### src/rtl/part_scanmux_reg.sv
// ---------------------------------------------------------------------------
// part_scanmux_reg
//
// Registered N-channel multiplexer with a direct-select mode and an
// auto-scan mode. Every capture (LD high on a rising CLK edge) loads one
// channel of D into Y. An active-low strobe ENB_N forces the captured data
// to zero, in the manner of a 74S157.
//
// Parameters
//   WIDTH     bits per channel (1..32)
//   CHANNELS  number of input channels (2..8)
//   SELW      width of SEL / CH; 2**SELW must cover CHANNELS
//
// Ports
//   CLK      in   rising-edge clock
//   RESET_N  in   asynchronous active-low reset
//   D        in   flattened channel data, channel k at [k*WIDTH +: WIDTH]
//   SEL      in   channel select used in direct mode
//   ENB_N    in   active-low strobe; high captures zero
//   MODE     in   0 = direct select, 1 = auto-scan
//   LD       in   capture strobe
//   Y        out  registered mux output
//   CH       out  index of the channel held in Y
//   VALID    out  Y holds a captured value
//   WRAP     out  one-cycle pulse after the scan captured the last channel
//   ERR      out  sticky: a direct capture used an out-of-range SEL
// ---------------------------------------------------------------------------
module part_scanmux_reg #(
  parameter int WIDTH    = 4,
  parameter int CHANNELS = 2,
  parameter int SELW     = 3
) (
  input  logic                      CLK,
  input  logic                      RESET_N,
  input  logic [WIDTH*CHANNELS-1:0] D,
  input  logic [SELW-1:0]           SEL,
  input  logic                      ENB_N,
  input  logic                      MODE,
  input  logic                      LD,
  output logic [WIDTH-1:0]          Y,
  output logic [SELW-1:0]           CH,
  output logic                      VALID,
  output logic                      WRAP,
  output logic                      ERR
);

  typedef enum logic [1:0] {
    IDLE   = 2'd0,
    DIRECT = 2'd1,
    SCAN   = 2'd2
  } state_t;

  localparam logic [SELW-1:0] LAST_CH   = SELW'(CHANNELS - 1);
  localparam logic [SELW:0]   CHAN_EXT  = (SELW+1)'(CHANNELS);

  state_t            state, state_nxt;
  logic [SELW-1:0]   scnt, scnt_nxt;
  logic [WIDTH-1:0]  y_nxt;
  logic [SELW-1:0]   ch_nxt;
  logic              valid_nxt, wrap_nxt, err_nxt;

  logic [SELW-1:0]   scan_idx;
  logic              sel_bad;
  logic [WIDTH-1:0]  direct_data, scan_data;

  // Channel lookup; indices outside the channel range return zero.
  function automatic logic [WIDTH-1:0] channel_data(
    input logic [WIDTH*CHANNELS-1:0] din,
    input logic [SELW-1:0]           idx
  );
    logic [WIDTH-1:0] r;
    r = '0;
    for (int k = 0; k < CHANNELS; k++) begin
      if (idx == SELW'(k)) r = din[k*WIDTH +: WIDTH];
    end
    return r;
  endfunction

  // Any capture that does not continue an ongoing scan starts at channel 0,
  // so IDLE and DIRECT both restart the scan position.
  assign scan_idx    = (state == SCAN) ? scnt : '0;
  assign sel_bad     = ({1'b0, SEL} >= CHAN_EXT);
  assign direct_data = channel_data(D, SEL);
  assign scan_data   = channel_data(D, scan_idx);

  // Next-state and next-output logic. Without LD everything holds except
  // WRAP, which is a single-cycle pulse.
  always_comb begin
    state_nxt = state;
    scnt_nxt  = scnt;
    y_nxt     = Y;
    ch_nxt    = CH;
    valid_nxt = VALID;
    wrap_nxt  = 1'b0;
    err_nxt   = ERR;

    if (LD) begin
      valid_nxt = 1'b1;
      if (!MODE) begin
        state_nxt = DIRECT;
        ch_nxt    = SEL;
        scnt_nxt  = '0;
        if (sel_bad) begin
          y_nxt   = '0;
          err_nxt = 1'b1;
        end else begin
          y_nxt = ENB_N ? '0 : direct_data;
        end
      end else begin
        state_nxt = SCAN;
        ch_nxt    = scan_idx;
        y_nxt     = ENB_N ? '0 : scan_data;
        wrap_nxt  = (scan_idx == LAST_CH);
        scnt_nxt  = (scan_idx == LAST_CH) ? '0 : scan_idx + SELW'(1);
      end
    end
  end

  // State and output registers, cleared asynchronously by RESET_N.
  always_ff @(posedge CLK or negedge RESET_N) begin
    if (!RESET_N) begin
      state <= IDLE;
      scnt  <= '0;
      Y     <= '0;
      CH    <= '0;
      VALID <= 1'b0;
      WRAP  <= 1'b0;
      ERR   <= 1'b0;
    end else begin
      state <= state_nxt;
      scnt  <= scnt_nxt;
      Y     <= y_nxt;
      CH    <= ch_nxt;
      VALID <= valid_nxt;
      WRAP  <= wrap_nxt;
      ERR   <= err_nxt;
    end
  end

endmodule

### config.mk
export PLATFORM = sky130hd
export DESIGN_NAME = part_scanmux_reg
export DESIGN_NICKNAME = d
export VERILOG_FILES = /design/src/rtl/part_scanmux_reg.sv
export SDC_FILE = /design/constraint.sdc
export NUM_CORES = 1
export LEC_CHECK = 0
export ABC_AREA = 1
export BUFFER_PORTS_ARGS = -buffer_cell sky130_fd_sc_hd__buf_2
export CAP_MARGIN = 20
export CORE_MARGIN = 3
export CORE_UTILIZATION = 52
export CTS_CLUSTER_DIAMETER = 200
export CTS_CLUSTER_SIZE = 16
export DETAILED_ROUTE_END_ITERATION = 6
export HOLD_SLACK_MARGIN = 0.02
export PLACE_DENSITY = 0.88
export SKIP_LAST_GASP = 1
export SYNTH_ARGS = -nofsm -noshare
export SYNTH_HDL_FRONTEND = slang
export SYNTH_SLANG_ARGS = --single-unit
### constraint.sdc
create_clock -name CLK -period 1.9 [get_ports CLK]
set_input_delay 0.285 -clock CLK [delete_from_list [all_inputs] [get_ports CLK]]
set_output_delay 0.285 -clock CLK [all_outputs]
set_load 0.02 [all_outputs]
==> out/metrics.yaml <==
num_antenna_cells: 0
wl_per_cell_um: 12.56
place_hpwl_mm: 1.501
clock_latency_ns: 0.29
overflow: 0
tightest_slew_ns: 0.3385
numCtsBuffers: 3
slew_violations: 0
synth_cell_types: 19
io_pins: 26
yosys_warnings: 0
drtIter0Drc: 16
tns_ns: 0
synthAdderAreaFrac_pct: 0
syn_inst: 109
slowest_stage: "dfrtp_1"
cts_setup_buffers: 0
hold_violations: 0
cp_common_cell: "nand2_1"
grt_pass1_vias: 802
synth_area_um2: 808.3
leakage_nw: 0.5802
cpPeakStageDelay_ns: 0.40
antenna_found_initial: 0
switchingPower_mw: 0.1971
peakVddDrop_mv: 0.5873
first_pass_iters: 4
cts_tree: "built"
cts.reportedPaths.clkPinSlew_ns: 0.09
rows: 13
crit_path_cell_trace: "nor2_2 -> nand2_1 -> nand2_1 -> nand2_1 -> nand2_1 -> nand2_1 -> nand2_1 -> nand2_1"
max_freq_mhz: 793.0
start_util_pct: 58.46
post-route-min-period_ns: 1.261
worstPathRequired_ns: 2.08
synth_compound_area_share_pct: 8.824
yosys.area_share.simple_pct: 40.09
routed_wl_mm: 1.935
max_cap_violations: 0
gp_routability_congestion: 0.9454
synthToLayoutAreaGrowth_pct: 22.45
cellPowerDensity_nw_per_um2: 662.1
status: "completed"
fin_skew_ns: 0.006192
relSlewSlack_pct: 77.43
drive_gt1_share_pct: 26.62
r2r_start: "state[0]$_DFFE_PN0P_"
track_usage_pct: 22.51
coreArea_um2: 1383
port_buffers: 25
synth_mux_area_share_pct: 0
grt_setup_unrepaired: "false"
final_util_pct: 71.58
yosysSeqAreaShare_pct: 46.44
clockBufferDepth: 2
placed_cell_area_um2: 952.2
grt_pass1_wl_mm: 3.339
die_area_um2: 2063
startpoint: "state[0]$_DFFE_PN0P_"
p_clk_share_pct: 28.0
startpoint_type: "flop"
worstPathMaxFanout: 7
cp.arrival_ns: 1.44
fin_nets: 156
fp.dieW_um: 45.43
synth_xor_area_share_pct: 0
grt_max_degree: 16
internal_power_mw: 0.4582
vias_per_cell: 5.344
critical_path_class: "reg2reg"
ant_nets: 0
drc: 0
finalCritPeriodShare_pct: 66.37
pwr-share-seq_pct: 53.3
synth_seq_cells: 15
avgSynthCellArea_um2: 7.415
syn-num-nets: 125
root_buffer: "clkbuf_4"
preCtsSetupSlack_ns: 0.6497
min_from: "LD"
cts_htree_levels: 1
finalSetupViolations: 0
end_kind: "flop"
cts_sinks: 15
min_path_type: "in2reg"
die_h_um: 45.43
num_vias: 823
setup_ws_ns: 0.6390
combPwrFrac_pct: 18.7
final_area_um2: 989.7
swShare_pct: 30.08
synth_top_family_by_area: "simple AND/OR/NAND/NOR gates"
[synth_stat cells (all sizes together)]
| cell | count | area share (%) |
|---|---|---|
| nand4 | 4 | 3.1 |
| o211ai | 3 | 2.8 |
| dfrtp | 15 | 46 |
| nand2 | 56 | 27 |
| o21bai | 1 | 0.93 |
| o22ai | 2 | 1.5 |
| a22o | 1 | 1.1 |
| o21ai | 3 | 1.9 |
| or2 | 2 | 1.9 |
| nor3 | 1 | 0.62 |
| nor2 | 8 | 6.3 |
| inv | 10 | 4.6 |
| a21oi | 1 | 0.62 |
| nand3 | 2 | 1.2 |
[sequential cells by signal, indices dropped and copies added (netlist names)]
signal / cells
Y: 4
CH: 3
scnt: 3
state: 2
ERR: 1
VALID: 1
WRAP: 1
[per-stage QoR]
stage	hold slack, ns	total power, mW	cells
floorplan	-0.01059	0.4248	109
global placement	0.1993	0.4735	149
detailed placement	0.2103	0.4768	149
CTS	0.2616	0.6611	154
global route	0.2816	0.6922	154
finish	0.2641	0.6553	154
[cell usage in the layout (no fill, tap or decap), drive strengths merged]
| cell type | Yosys | routed |
|---|---|---|
| o21bai | 1 | 1 |
| dlygate4sd3 | 0 | 1 |
| o22ai | 2 | 2 |
| nor2 | 8 | 8 |
| nor3 | 1 | 1 |
| o211ai | 3 | 3 |
| o21ai | 3 | 3 |
| nand3 | 2 | 2 |
| a21oi | 1 | 1 |
| or2 | 2 | 2 |
| nand4 | 4 | 4 |
| a22o | 1 | 1 |
| clkbuf | 0 | 3 |
| clkinv | 0 | 1 |
| buf | 0 | 25 |
| nand2 | 56 | 56 |
| dfrtp | 15 | 15 |
| inv | 10 | 10 |
[critical path: cells and delay by family (launching register included)]
| family | cells | cell delay (ns) |
|---|---|---|
| AND/OR/NAND/NOR | 8 | 0.76 |
| flip-flops | 1 | 0.40 |
[cell type report]
type / instances / area [um2]
fill: 113 / 392.9
tap: 15 / 18.77
multi-input combinational: 84 / 395.4
clock inverter: 1 / 5.005
timing repair buffer: 26 / 135.1
clock buffer: 3 / 22.52
sequential: 15 / 375.4
inverter: 10 / 37.54
[power groups by stage]
stage          clock network, mW  logic, mW  registers, mW
2_1_floorplan                  0     0.0566          0.368
3_3_place_gp                   0      0.119          0.355
3_5_place_dp                   0      0.121          0.355
4_1_cts                    0.189      0.124          0.349
5_1_grt                    0.202      0.139          0.351
6_report                   0.184      0.123          0.349
[per-layer routing]
metal | up-vias | global-route usage [%] | share of wire, % | wire length [um]
met5 | - | 0 | 0 | 0
met2 | 33 | 34.54 | 47 | 905
met1 | 375 | 29.37 | 43 | 838
met4 | 0 | 12.28 | 2.3 | 45
li1 | 407 | - | - | -
met3 | 8 | 4.743 | 7.5 | 146
[cell families (layout without fill, tap and decap cells)]
| logic type | after synthesis | after routing |
|---|---|---|
| simple gates | 73 | 73 |
| flops | 15 | 15 |
| compound gates | 11 | 11 |
| buf+inv | 10 | 40 |
[timing repair]
| item | 4_1_cts | 5_1_grt |
|---|---|---|
| resized for setup | 0 | 0 |
| hold buffers | 1 | 0 |
| hold endpoints to repair | 15 | 0 |
[final timing paths]
path | cells past startpoint | to | slack (ns)
hold reg to reg | 1 | VALID$_DFFE_PN0P_ | 0.47
hold / removal | 2 | scnt[0]$_DFFE_PN0P_ | 0.26
max in group asynchronous | 2 | Y[3]$_DFFE_PN0P_ | 1.23
min in group asynchronous | 2 | state[1]$_DFFE_PN0P_ | 0.41
setup reg to reg | 8 | Y[2]$_DFFE_PN0P_ | 0.64
setup / recovery | 8 | Y[2]$_DFFE_PN0P_ | 0.64
(Power assumes the default switching activity.)
